$ cat src/rtl/acq_pkg.sv
// Shared state encoding and default sizing for the acquisition sequencer.
package acq_pkg;

  localparam int DEF_NCH   = 8;
  localparam int DEF_DW    = 16;
  localparam int DEF_CNT_W = 32;
  localparam int CH_W      = $clog2(DEF_NCH);

  typedef enum logic [2:0] {
    IDLE,
    ARM,
    CAPTURE,
    EMIT,
    DONE
  } state_t;

endpackage

$ cat src/rtl/acq_chan_sel.sv
// Lowest-set-bit picker over the remaining-channel mask of the current frame.
// Latency: purely combinational.
// Backpressure: none; the caller clears the picked bit when its beat is accepted.
module acq_chan_sel
  import acq_pkg::*;
#(
  parameter int NCH = DEF_NCH,
  parameter int CW  = CH_W
) (
  input  logic [NCH-1:0] rem,
  output logic [CW-1:0]  idx,
  output logic [NCH-1:0] sel,
  output logic           one_left
);

  // Scan from the top so the lowest set bit is the last to write idx.
  always_comb begin
    idx = '0;
    for (int i = NCH - 1; i >= 0; i--) begin
      if (rem[i]) idx = CW'(i);
    end
  end

  assign sel      = rem & (~rem + NCH'(1));
  assign one_left = (rem != '0) && ((rem & (rem - NCH'(1))) == '0);

endmodule

$ cat src/rtl/acq_sequencer.sv
// Trigger-started acquisition run: captures data_number frames and serialises enabled channels.
// Latency: adc_valid to first m_valid is one cycle; one beat per cycle while m_ready is held.
// Backpressure: m_ready low holds the beat stable; frames arriving while a frame is emitting are dropped and flagged.
module acq_sequencer
  import acq_pkg::*;
#(
  parameter int NCH   = DEF_NCH,
  parameter int DW    = DEF_DW,
  parameter int CNT_W = DEF_CNT_W
) (
  input  logic                    clk,
  input  logic                    rst,
  input  logic [CNT_W-1:0]        data_number,
  input  logic [NCH-1:0]          channel_ctrl,
  input  logic                    trigger_cmd,
  input  logic                    adc_valid,
  input  logic [NCH*DW-1:0]       adc_data,
  output logic                    m_valid,
  input  logic                    m_ready,
  output logic [DW-1:0]           m_data,
  output logic [$clog2(NCH)-1:0]  m_chan,
  output logic                    m_last,
  output logic                    busy,
  output logic                    done,
  output logic                    overrun,
  output logic [CNT_W-1:0]        frame_cnt
);

  localparam int CW = $clog2(NCH);

  state_t           state;
  state_t           state_nx;
  logic             trig_d;
  logic             start;
  logic [CNT_W-1:0] n_lat;
  logic [NCH-1:0]   mask_lat;
  logic [NCH-1:0]   rem;
  logic [NCH-1:0]   sel;
  logic [CW-1:0]    sel_idx;
  logic             one_left;
  logic [DW-1:0]    samples [NCH];
  logic             fire;
  logic             frame_end;
  logic             final_frame;
  logic             accept;
  logic             drop;

  acq_chan_sel #(
    .NCH (NCH),
    .CW  (CW)
  ) u_chan_sel (
    .rem      (rem),
    .idx      (sel_idx),
    .sel      (sel),
    .one_left (one_left)
  );

  assign start       = trigger_cmd & ~trig_d;
  assign fire        = (state == EMIT) & m_ready;
  assign frame_end   = fire & one_left;
  assign final_frame = (frame_cnt == n_lat);
  // A new frame is taken either while waiting, or in the very cycle the buffer drains mid-run.
  assign accept      = adc_valid & ((state == CAPTURE) | (frame_end & ~final_frame));
  assign drop        = adc_valid & (state == EMIT) & ~accept;

  always_ff @(posedge clk or posedge rst) begin
    if (rst) begin
      state <= IDLE;
    end else begin
      state <= state_nx;
    end
  end

  always_comb begin
    state_nx = state;
    case (state)
      IDLE:    if (start) state_nx = ARM;
      ARM:     state_nx = (data_number == '0 || channel_ctrl == '0) ? DONE : CAPTURE;
      CAPTURE: if (adc_valid) state_nx = EMIT;
      EMIT: begin
        if (frame_end) begin
          if (final_frame)    state_nx = DONE;
          else if (adc_valid) state_nx = EMIT;
          else                state_nx = CAPTURE;
        end
      end
      DONE:    state_nx = IDLE;
      default: state_nx = IDLE;
    endcase
  end

  always_comb begin
    m_valid = (state == EMIT);
    busy    = (state != IDLE);
    done    = (state == DONE);
    m_chan  = m_valid ? sel_idx : '0;
    m_data  = m_valid ? samples[sel_idx] : '0;
    m_last  = m_valid & one_left & final_frame;
  end

  always_ff @(posedge clk or posedge rst) begin
    if (rst) begin
      trig_d    <= 1'b0;
      n_lat     <= '0;
      mask_lat  <= '0;
      rem       <= '0;
      frame_cnt <= '0;
      overrun   <= 1'b0;
      for (int i = 0; i < NCH; i++) samples[i] <= '0;
    end else begin
      trig_d <= trigger_cmd;
      if (state == IDLE && start) begin
        frame_cnt <= '0;
        overrun   <= 1'b0;
      end
      // Config is sampled once per run; later register writes only affect the next run.
      if (state == ARM) begin
        n_lat    <= data_number;
        mask_lat <= channel_ctrl;
      end
      if (accept) begin
        for (int i = 0; i < NCH; i++) samples[i] <= adc_data[i*DW +: DW];
        rem       <= mask_lat;
        frame_cnt <= frame_cnt + CNT_W'(1);
      end else if (fire) begin
        rem <= rem & ~sel;
      end
      if (drop) overrun <= 1'b1;
    end
  end

endmodule

$ cat config.mk
export PLATFORM = sky130hd
export DESIGN_NAME = acq_sequencer
export DESIGN_NICKNAME = d
export VERILOG_FILES = /design/src/rtl/acq_pkg.sv /design/src/rtl/acq_chan_sel.sv /design/src/rtl/acq_sequencer.sv
export SDC_FILE = /design/constraint.sdc
export NUM_CORES = 1
export LEC_CHECK = 0
export ABC_AREA = 1
export ABC_CLOCK_PERIOD_IN_PS = 8660
export BUFFER_PORTS_ARGS = -buffer_cell sky130_fd_sc_hd__buf_4
export CORE_MARGIN = 2
export CORE_UTILIZATION = 40
export CTS_CLUSTER_SIZE = 25
export DETAILED_ROUTE_END_ITERATION = 10
export PLACE_DENSITY_LB_ADDON = 0.2
export SLEW_MARGIN = 20
export SYNTH_ARGS = -nofsm -noshare
export SYNTH_HDL_FRONTEND = slang
export SYNTH_SLANG_ARGS = --single-unit
$ cat constraint.sdc
create_clock -name clk -period 8.66 [get_ports clk]
set_input_delay 0 -clock clk [delete_from_list [all_inputs] [get_ports clk]]
set_output_delay 0 -clock clk [all_outputs]
set_load 0.02 [all_outputs]
==> summary.txt <==
Status
  • Status: complete, no violations

Detailed routing
  • Via Count: between 10000 and 15000
  • Vias per cell: 4.95
  • Starting DRC count in detailed routing: 856
  • Detailed-route wire length per cell: 15.7 microns
  • DRC Markers: 0
  • DR pass1 iterations: 5
  • Final WL: approximately 34000 microns
  • DRT antenna net count: 0

STA
  • Max frequency: 252 MHz
  • Worst slew margin: 0.283
  • Setup_tns: 0 ns
  • Final Hold Vio Count: 0
  • Least-Margin Pin Slew: around 1.1 ns
  • Fin crit share: 0.459
  • # setup viols final: 0
  • Period minus WS final: a little under 4 ns
  • Final Max Tran Viols: 0
  • Unrepaired setup endpoints after global routing: no
  • Skew final: 0.00923 ns

Placement
  • Dpl hpwl: 21900 microns
  • PortBufs: approximately 230
  • Placer Congestion: ~0.83

Floorplan
  • Chip width: approximately 170 microns
  • I/O Pins: ~230
  • Initial Util: 0.407
  • Num rows: 60
  • Die Area: 28700 sq um
  • Core Box Area: between 20000 and 30000 sq um
  • Die H: 169 microns

Setup path
  • CP Capture Type: flop
  • CP arrival: 4.44 ns
  • Kind of critical path: reg2reg
  • CP Max Fanout: 106
  • Critical path required time: 9.12 ns
  • Startpoint types: flop

Synthesis
  • Synth Flop Type: dfrtp_1
  • Post-synth ARST share: 1.00
  • Yosys cell types: 34
  • Mapped Nets: 1646
  • Synth Area per Inst: around 7.4 sq um
  • Ys Warns: 0
  • Synth area leader: dfrtp_1
  • Area contributors post-synth: dfrtp_1, nand2_1, nand3_1, inv_1, o21ai_0
  • Synthesized area: 10900 sq um
  • Post-synth EDFFs: 0
  • Syn Inst Count: 1472
  • Yosys top cell area share: 0.487
  • Sequential area share after synthesis: 0.487
  • Synthesized flop and latch total: 213

Clock network
  • CTS resizes: 0
  • Reg clk slew, reported paths: 0.06 ns
  • CTS tree: yes
  • Post-CTS Setup Bufs: 0
  • CTS buffer count: 24
  • Clock buffer depth: 3
  • CTS Sinks: 213
  • CTS Root Buffer Type: clkbuf_16
  • Clk_lat worst skew: 0.53 ns
  • H-tree depth: 1
  • Post-CTS Hold Buffers: 171

Layout
  • Final core occ: 0.570
  • Footprint of the multi-input gates: 4760 sq um
  • Sequential cell area: 5330 sq um
  • Final #Nets: 2002
  • Fill cells: roughly 2400
  • Layout cells sized above 1: 0.160
  • Area growth syn-to-layout: 40.1%

Pwr
  • LEAKAGE: around 0.0078 uW
  • P per Cell Area: 303 nW/um^2
  • Peak VDD IR: approximately 0.26 mV

Global route
  • GRT Total Usage: 0.238
  • Largest net degree at the start of global routing: 112
  • First-pass GRT wire length: 54600 microns
  • Grt ovf: 0
  • Number of global-route vias before repair: 10500
  • Initial antenna violation count: 1

Min path
  • Worst Hold Class: in2reg

Run
  • Maxcap violations: 0
-- power by group --
part / internal, uW / total [uW] / switching, uW
combinational: 700 / 1980 / 1280
sequential: 1400 / 1620 / 216
clock: 623 / 1040 / 419
-- path summary, 6_finish.rpt --
kind,startpoint,to,slack (ns),cells past startpoint
min in group asynchronous,rst,samples[99]$_DFFE_PP0P_,0.13,3
hold / removal,m_ready,rem[2]$_DFFE_PP0P_,0.04,4
setup / recovery,state[2]$_DFFE_PP0P_,frame_cnt[8]$_DFFE_PP0P_,4.68,11
setup reg to reg,state[2]$_DFFE_PP0P_,frame_cnt[8]$_DFFE_PP0P_,4.68,11
hold reg to reg,samples[63]$_DFFE_PP0P_,samples[63]$_DFFE_PP0P_,0.48,2
max in group asynchronous,rst,frame_cnt[0]$_DFFE_PP0P_,7.13,4
-- worst max-delay path, cell delays in order, from the launching register on --
cell     delay [ns]
dfrtp_1        0.40
nor2_1         0.24
nand2_1        0.23
inv_1          0.16
nand2_1        0.25
nor2_1         0.17
nand2_1        0.12
a21oi_4        0.13
buf_4          0.75
buf_4          0.94
o21ai_0        0.22
nand2_1        0.11
-- registers in the layout, summed over array words and instances, names as in the netlist --
signal / count
samples: 128
frame_cnt: 32
n_lat: 32
mask_lat: 8
rem: 8
state: 3
overrun: 1
trig_d: 1
-- cell usage after synthesis (2+ instances only) --
master    number
nor3_1        14
clkbuf_1      35
o21ai_1       41
dfrtp_1      213
xor2_1        14
or2_0          3
o211ai_1      30
nand2_1      614
a21o_1         3
buf_2         24
or2_2          9
xnor2_1       26
a21oi_1       21
o21ai_0       66
nand4_1       20
buf_4         16
nor2_1        58
clkinv_1       2
nand3_1      112
inv_2          2
nor4_1         6
inv_1        131
-- per-layer routing --
layer / vias to the layer above / track usage / routed length (microns)
met5: - / 0 / 0
met4: 0 / 0.0847 / 1190
met3: 68 / 0.0394 / 1920
met2: 311 / 0.377 / 15600
met1: 5085 / 0.331 / 15500
li1: 5359 / - / -
-- placed cells by master (no fill, tap or decap), types with 2 or more instances in the layout --
cell type	count
inv_1	130
or2_0	3
nand2_2	2
o21ai_0	66
nand2_1	610
clkinv_1	2
dfrtp_1	213
nand3_1	112
nor2_1	58
clkbuf_16	25
dlygate4sd3_1	171
xor2_1	14
nor4_1	6
clkbuf_1	4
nand4_1	20
buf_4	235
nor3_1	14
o211ai_1	30
xnor2_1	26
clkinv_2	5
o21ai_1	41
clkbuf_8	8
nand2_4	2
a21o_1	3
inv_2	2
or2_2	9
a21oi_1	21
-- final cells by class --
class | instances | share of cell area
Clock buffer | 37 | 0.0490
Inverter | 135 | 0.0336
Clock inverter | 6 | 0.00359
Sequential cell | 213 | 0.348
Multi-Input combinational cell | 1047 | 0.310
Timing Repair Buffer | 407 | 0.228
Tap cell | 341 | 0.0278
Antenna cell | 1 | 0.000163
-- per-stage QoR --
| step | hold slack, ns | cell area, sq um | total power, uW | instances | worst slack (ns) |
|---|---|---|---|---|---|
| after floorplan | 0.0314 | 10900 | 2980 | 1472 | 2.84 |
| after global placement | 0.123 | 12800 | 3500 | 1972 | 4.98 |
| after detailed placement | 0.124 | 12800 | 3540 | 1972 | 4.92 |
| after CTS | 0.0289 | 15300 | 4650 | 2186 | 4.91 |
| after global routing | 0.102 | 15300 | 5000 | 2187 | 4.29 |
| final | 0.0441 | 15300 | 4640 | 2187 | 4.68 |
-- cell families (layout without fill, tap and decap cells) --
logic type	count (synthesis)	in the layout	synth area share
simple gates	841	841	0.313
fa+ha+maj	1	1	0.00114
xor+xnor	40	40	0.0320
flops	213	213	0.487
buf+inv	212	585	0.0811
other cells	0	1	0
compound gates	165	165	0.0851
(Power assumes the default switching activity.)
